## config.mk

```make
export PLATFORM = sky130hd
export DESIGN_NAME = mem_access_ctrl
export DESIGN_NICKNAME = d
export VERILOG_FILES = /design/src/rtl/mem_access_ctrl_pkg.sv /design/src/rtl/mem_access_ctrl_load_extend.sv /design/src/rtl/mem_access_ctrl.sv
export SDC_FILE = /design/constraint.sdc
export NUM_CORES = 1
export LEC_CHECK = 0
export CAP_MARGIN = 0
export CELL_PAD_IN_SITES_DETAIL_PLACEMENT = 1
export CELL_PAD_IN_SITES_GLOBAL_PLACEMENT = 2
export CORE_MARGIN = 5
export CORE_UTILIZATION = 26
export CTS_BUF_LIST = sky130_fd_sc_hd__clkbuf_2 sky130_fd_sc_hd__clkbuf_4 sky130_fd_sc_hd__clkbuf_8
export CTS_CLUSTER_DIAMETER = 200
export DETAILED_ROUTE_END_ITERATION = 12
export PLACE_DENSITY = 0.92
export SETUP_SLACK_MARGIN = 0.1
export SYNTH_ARGS = -nofsm -noshare
export SYNTH_HDL_FRONTEND = slang
export SYNTH_SLANG_ARGS = --single-unit
```

## constraint.sdc

```tcl
create_clock -name clk -period 4.25 [get_ports clk]
set_input_delay 0.425 -clock clk [delete_from_list [all_inputs] [get_ports clk]]
set_output_delay 0.425 -clock clk [all_outputs]
set_load 0.05 [all_outputs]
```

## src/rtl/mem_access_ctrl_pkg.sv

```systemverilog
// rtl/mem_access_ctrl_pkg.sv - shared funct3 encodings, FSM states and lane helpers for mem_access_ctrl
package mem_access_ctrl_pkg;

  localparam int DEFAULT_TIMEOUT = 16;

  localparam logic [2:0] F3_LB  = 3'b000;
  localparam logic [2:0] F3_LH  = 3'b001;
  localparam logic [2:0] F3_LW  = 3'b010;
  localparam logic [2:0] F3_LBU = 3'b100;
  localparam logic [2:0] F3_LHU = 3'b101;
  localparam logic [2:0] F3_SB  = 3'b000;
  localparam logic [2:0] F3_SH  = 3'b001;
  localparam logic [2:0] F3_SW  = 3'b010;

  typedef enum logic [1:0] {
    IDLE   = 2'd0,
    ACCESS = 2'd1,
    DONE   = 2'd2
  } state_e;

  function automatic logic load_f3_legal(input logic [2:0] f3);
    return (f3 == F3_LB) || (f3 == F3_LH) || (f3 == F3_LW) ||
           (f3 == F3_LBU) || (f3 == F3_LHU);
  endfunction

  function automatic logic store_f3_legal(input logic [2:0] f3);
    return (f3 == F3_SB) || (f3 == F3_SH) || (f3 == F3_SW);
  endfunction

  // funct3[1:0] encodes the access size for both loads and stores
  function automatic logic is_misaligned(input logic [2:0] f3, input logic [1:0] lo);
    return ((f3[1:0] == 2'b01) && lo[0]) || ((f3[1:0] == 2'b10) && (lo != 2'b00));
  endfunction

  function automatic logic [3:0] store_be(input logic [2:0] f3, input logic [1:0] lo);
    case (f3)
      F3_SB:   return 4'b0001 << lo;
      F3_SH:   return 4'b0011 << {lo[1], 1'b0};
      F3_SW:   return 4'b1111;
      default: return 4'b0000;
    endcase
  endfunction

  function automatic logic [31:0] store_lanes(input logic [2:0] f3, input logic [31:0] d);
    case (f3)
      F3_SB:   return {4{d[7:0]}};
      F3_SH:   return {2{d[15:0]}};
      default: return d;
    endcase
  endfunction

endpackage

```

## src/rtl/mem_access_ctrl_load_extend.sv

```systemverilog
// rtl/mem_access_ctrl_load_extend.sv - load_extend: selects the byte/halfword lane and sign/zero extends
module load_extend
  import mem_access_ctrl_pkg::*;
(
  input  logic [2:0]  funct3,
  input  logic [1:0]  addr_lo,
  input  logic [31:0] word,
  output logic [31:0] result
);

  logic [7:0]  byte_sel;
  logic [15:0] half_sel;

  always_comb begin
    byte_sel = word[7:0];
    case (addr_lo)
      2'd1:    byte_sel = word[15:8];
      2'd2:    byte_sel = word[23:16];
      2'd3:    byte_sel = word[31:24];
      default: byte_sel = word[7:0];
    endcase
    half_sel = addr_lo[1] ? word[31:16] : word[15:0];

    result = word;
    case (funct3)
      F3_LB:   result = {{24{byte_sel[7]}}, byte_sel};
      F3_LH:   result = {{16{half_sel[15]}}, half_sel};
      F3_LBU:  result = {24'h0, byte_sel};
      F3_LHU:  result = {16'h0, half_sel};
      default: result = word;
    endcase
  end

endmodule

```

## src/rtl/mem_access_ctrl.sv

```systemverilog
// rtl/mem_access_ctrl.sv - RV32I load/store sequencer with lane steering and memory timeout
// Optional feature: define MISALIGN_TRAP_EN to fail misaligned halfword/word accesses with err.
module mem_access_ctrl
  import mem_access_ctrl_pkg::*;
#(
  parameter int TIMEOUT = DEFAULT_TIMEOUT
) (
  input  logic        clk,
  input  logic        reset,
  input  logic        start,
  input  logic        is_store,
  input  logic [2:0]  funct3,
  input  logic [31:0] addr,
  input  logic [31:0] wdata,
  output logic        busy,
  output logic        done,
  output logic [31:0] rdata,
  output logic        err,
  output logic        mem_req,
  output logic        mem_we,
  output logic [31:0] mem_addr,
  output logic [3:0]  mem_be,
  output logic [31:0] mem_wdata,
  input  logic        mem_ready,
  input  logic [31:0] mem_rdata
);

  localparam logic [7:0] CNT_LAST = 8'(TIMEOUT - 1);

  state_e      state_q, state_d;
  logic        we_q, we_d;
  logic [3:0]  be_q, be_d;
  logic [31:0] addr_q, addr_d;
  logic [31:0] wdata_q, wdata_d;
  logic [31:0] rdata_q, rdata_d;
  logic [2:0]  f3_q, f3_d;
  logic [1:0]  lane_q, lane_d;
  logic        err_q, err_d;
  logic [7:0]  cnt_q, cnt_d;

  logic        legal;
  logic        trap;
  logic [31:0] load_word;

  load_extend u_load_extend (
    .funct3  (f3_q),
    .addr_lo (lane_q),
    .word    (mem_rdata),
    .result  (load_word)
  );

  always_comb begin
    legal = is_store ? store_f3_legal(funct3) : load_f3_legal(funct3);
`ifdef MISALIGN_TRAP_EN
    trap = legal && is_misaligned(funct3, addr[1:0]);
`else
    trap = 1'b0;
`endif
  end

  always_comb begin
    state_d = state_q;
    we_d    = we_q;
    be_d    = be_q;
    addr_d  = addr_q;
    wdata_d = wdata_q;
    rdata_d = rdata_q;
    f3_d    = f3_q;
    lane_d  = lane_q;
    err_d   = err_q;
    cnt_d   = cnt_q;

    case (state_q)
      IDLE: begin
        if (start) begin
          f3_d    = funct3;
          lane_d  = addr[1:0];
          we_d    = is_store;
          addr_d  = {addr[31:2], 2'b00};
          be_d    = is_store ? store_be(funct3, addr[1:0]) : 4'b0000;
          wdata_d = is_store ? store_lanes(funct3, wdata) : 32'h0;
          cnt_d   = 8'd0;
          // Rejected requests never touch memory and report through DONE next cycle
          if (legal && !trap) begin
            state_d = ACCESS;
            err_d   = 1'b0;
          end else begin
            state_d = DONE;
            err_d   = 1'b1;
          end
        end
      end
      ACCESS: begin
        if (mem_ready) begin
          state_d = DONE;
          err_d   = 1'b0;
          if (!we_q) begin
            rdata_d = load_word;
          end
        end else if (cnt_q == CNT_LAST) begin
          state_d = DONE;
          err_d   = 1'b1;
        end else begin
          cnt_d = cnt_q + 8'd1;
        end
      end
      DONE: begin
        state_d = IDLE;
      end
      default: begin
        state_d = IDLE;
      end
    endcase
  end

  always_ff @(posedge clk or posedge reset) begin
    if (reset) begin
      state_q <= IDLE;
      we_q    <= 1'b0;
      be_q    <= 4'b0000;
      addr_q  <= 32'h0;
      wdata_q <= 32'h0;
      rdata_q <= 32'h0;
      f3_q    <= 3'b000;
      lane_q  <= 2'b00;
      err_q   <= 1'b0;
      cnt_q   <= 8'd0;
    end else begin
      state_q <= state_d;
      we_q    <= we_d;
      be_q    <= be_d;
      addr_q  <= addr_d;
      wdata_q <= wdata_d;
      rdata_q <= rdata_d;
      f3_q    <= f3_d;
      lane_q  <= lane_d;
      err_q   <= err_d;
      cnt_q   <= cnt_d;
    end
  end

  // Strobes are qualified by the ACCESS state so an async reset clears them at once
  assign busy      = (state_q != IDLE);
  assign done      = (state_q == DONE);
  assign err       = done && err_q;
  assign mem_req   = (state_q == ACCESS);
  assign mem_we    = mem_req && we_q;
  assign mem_be    = mem_req ? be_q : 4'b0000;
  assign mem_addr  = addr_q;
  assign mem_wdata = wdata_q;
  assign rdata     = rdata_q;

endmodule

```

==> qor.yml <==
setup_path:
  crit_path_end_kind: "output port"
  crit_path_top_delay_cell: "clkdlybuf4s50_1"
  start_kind: "flip-flop"
  critical_path_class: "reg -> out"
  worstPathRequired_ps: 3830
  crit_family: "buffers and inverters"
  cpPeakStageDelay_ps: 850
  r2r-end: "rdata[23]$_DFFE_PP0P_"
  arrival_ps: 2640
  reg2reg_depth: 4
  r2r_slack_ps: 1940
  crit_chain: "nor2b_1 > and2_1 > clkdlybuf4s50_1"
  crit_buf_inv: 1
  path_max_fanout: 12
  regToRegStartpoint: "lane_q[1]$_DFFE_PP0P_"
layout:
  fin_area_um2: 8174
  nNetsFinal: 881
  fillCellCount: 2413
  final_core_util_pct: 39.13
  areaGrowthSynthToFinish_pct: 49.26
  layout-drive-gt1-share_pct: 9.010
  instances_no_fill: 1064
drt:
  vias: 4955
  ant_nets: 0
  drt_first_iter_violations: 152
  wirelength_um: 19250
  viasPerCell: 4.657
  drtPass1Iterations: 4
  drc: 0
  wl_per_cell_um: 18.09
timing:
  slew_headroom_pct: 29.23
  grt_setup_unrepaired: "false"
  worst_pin_slew_ps: 1062
  setup_viol: 0
  setup_tns_ps: 0
  skew_ps: 11.97
  maxSlewViolCount: 0
  finalCritPeriodShare_pct: 72.00
  max_freq_ghz: 0.3268
  fin_ws_ps: 1190
  hold_viol_final: 0
  fin_hold_ws_ps: 466.8
  period_needed_ps: 3060
floorplan:
  core_area_um2: 20890
  placementRows: 53
  die_h_um: 155.1
  initial_core_util_pct: 26.22
  die-width_um: 155.1
  ios: 209
  dieArea_um2: 24070
synthesis:
  yosys.area.top_type: "dfrtp_1"
  syn_area_um2: 5477
  syn_inst: 587
  synth_area_leaders: "dfrtp_1 53%, nand2_1 12%, nand3_1 4.1%, mux2i_1 3.8%, a22o_1 2.6%"
  ys.flop_type: "dfrtp_1"
  ys_seq_area_share_pct: 52.55
  ys_ff_latch: 115
  ys_async_sr_fraction_pct: 100.0
  yosys.area.top_type_share_pct: 52.55
  yosys_warnings: 0
  post_synth.cell_area_avg_um2: 9.330
  synth_edf_count: 0
  ys_types: 49
placement:
  dp_slack_ps: 1464
  place.gp.congestion: 0.7679
  dp.final_hpwl_um: 13870
  dp_cells: 1032
  placed_area_um2: 7739
  port_buffers: 206
clock_tree:
  post_cts_buffers: 0
  numClockSinks: 115
  clkTransAtPathRegs_ps: 70
  cts_tree: "yes"
  cts_hold_buffers: 0
  clockRootBuffer: "clkbuf_8"
  cts_buffers: 17
  clkLatencyLatePin_ps: 430
  clk_path_buf_depth: 2
  htreeDepth: 4
  ctsResizeCount: 0
grt:
  grt_pass1_vias: 5369
  antenna_found_initial: 0
  grt-ovfl-total: 0
  track_usage_pct: 15.92
  grt_max_degree: 73
  grt_pass1_wl_um: 30250
outcome:
  status: "finished clean"
flow_run:
  max_cap_viol_count: 0
min_path:
  whs_path_depth: 2
  hold_end: "mem_wdata[5]$_DFFE_PP0P_"
  hold_path_class: "reg -> reg"
  hold_start: "mem_wdata[5]$_DFFE_PP0P_"
pwr:
  power_leakage_nw: 3.628
  finalPower_mw: 6.243
  irDropWorstVdd_uv: 349.0
  power_density_nw_per_um2: 763.8
-- registers in the layout, indices dropped and copies added, names as in the netlist, 2 cells and up --
name	cells
mem_wdata	32
rdata	32
mem_addr	30
cnt_q	8
be_q	4
f3_q	3
lane_q	2
state_q	2
-- kinds of logic (layout without fill, tap and decap cells) --
group                    count (synthesis)  after routing  share of synthesized area, %
AO/OA/AOI/OAI                           95             95                         11.99
XOR/XNOR                                 3              3                        0.4799
adder cells (fa/ha/maj)                  1              1                        0.2284
buffers and inverters                   48            248                         4.341
flip-flops                             115            115                         52.55
multiplexers                            28             28                         5.278
other                                    1              3                       0.06847
AND/OR/NAND/NOR                        296            296                         25.06
-- layout make-up --
class                      count  area (um2)  share of cell area [%]
sequential                   115        2878                   35.21
multi-input combinational    425        2376                   29.07
timing repair buffer         212        2120                   25.93
tap                          275       344.1                   4.209
clock buffer                  21       276.5                   3.383
clock inverter                10       156.4                   1.913
inverter                       5       21.27                  0.2602
antenna                        1       2.502                 0.03061
-- where the power goes --
group          internal, mW  switching (mW)
combinational          1.08            2.14
sequential             1.52           0.364
clock                 0.677           0.459
-- cells in the final DEF, fill, tap and decap left out, types with 2 or more instances in the layout --
cell / netlist / layout
and2_1: 8 / 8
a21oi_2: 2 / 2
nor3_1: 8 / 8
nand2_1: 178 / 177
inv_1: 5 / 4
a2bb2oi_1: 6 / 6
nand2_2: 1 / 2
clkbuf_8: 0 / 19
conb_1: 1 / 2
bufinv_16: 0 / 4
clkdlybuf4s50_1: 0 / 206
dfrtp_1: 115 / 115
nand3b_1: 9 / 9
o21ai_1: 26 / 26
nor2_1: 12 / 11
a21oi_1: 26 / 26
nor2b_1: 4 / 4
a311o_1: 6 / 6
clkbuf_4: 0 / 2
mux2i_1: 21 / 21
and4bb_1: 2 / 2
buf_4: 7 / 5
mux2_2: 7 / 7
xor2_1: 2 / 2
nand2b_1: 4 / 4
or2_1: 4 / 4
a31oi_1: 2 / 2
o211ai_2: 2 / 2
or2_2: 12 / 12
a22o_1: 16 / 16
nand3_1: 45 / 45
clkinv_2: 0 / 4
-- synthesized netlist by cell type, types with 4 or more instances --
master     instances
dfrtp_1          115
o21ai_1           26
mux2i_1           21
a311o_1            6
nand3b_1           9
a22o_1            16
nand2b_1           4
or2_2             12
a2bb2oi_1          6
nor3_1             8
nor2b_1            4
nand3_1           45
inv_1              5
a21oi_1           26
buf_2             19
and2_1             8
or2_1              4
nor2_1            12
buf_4              7
mux2_2             7
clkbuf_1          16
nand2_1          178
-- tightest hold or removal path, cell delays in order (launching register included) --
cell     delay [ps]
dfrtp_1         340
nand2_1          50
nand2_1          50
-- worst max-delay path by stage --
| stage | startpoint | endpoint | slack [ps] | depth (start not counted) |
|---|---|---|---|---|
| 3_3_place_gp | state_q[0]$_DFFE_PP0P_ | mem_be[3] | 1600 | 3 |
| 5_1_grt | state_q[0]$_DFFE_PP0P_ | mem_be[3] | 980 | 3 |
| 2_1_floorplan | reset | be_q[0]$_DFFE_PP0P_ | 780 | 1 |
| 3_5_place_dp | mem_ready | rdata[23]$_DFFE_PP0P_ | 1460 | 5 |
| 4_1_cts | state_q[0]$_DFFE_PP0P_ | mem_be[3] | 1090 | 3 |
| 6_report | state_q[0]$_DFFE_PP0P_ | mem_be[0] | 1190 | 3 |
-- metal layers --
metal	routed length, um	vias up	part of all wire, %	track usage, %
met1	8419	2406	44	19.93
met5	0	-	0	0
met3	1933	11	10	6.898
li1	-	2360	-	-
met2	8764	178	46	25.45
met4	136	0	0.71	3.785
Power figures use the tool's default switching activity.
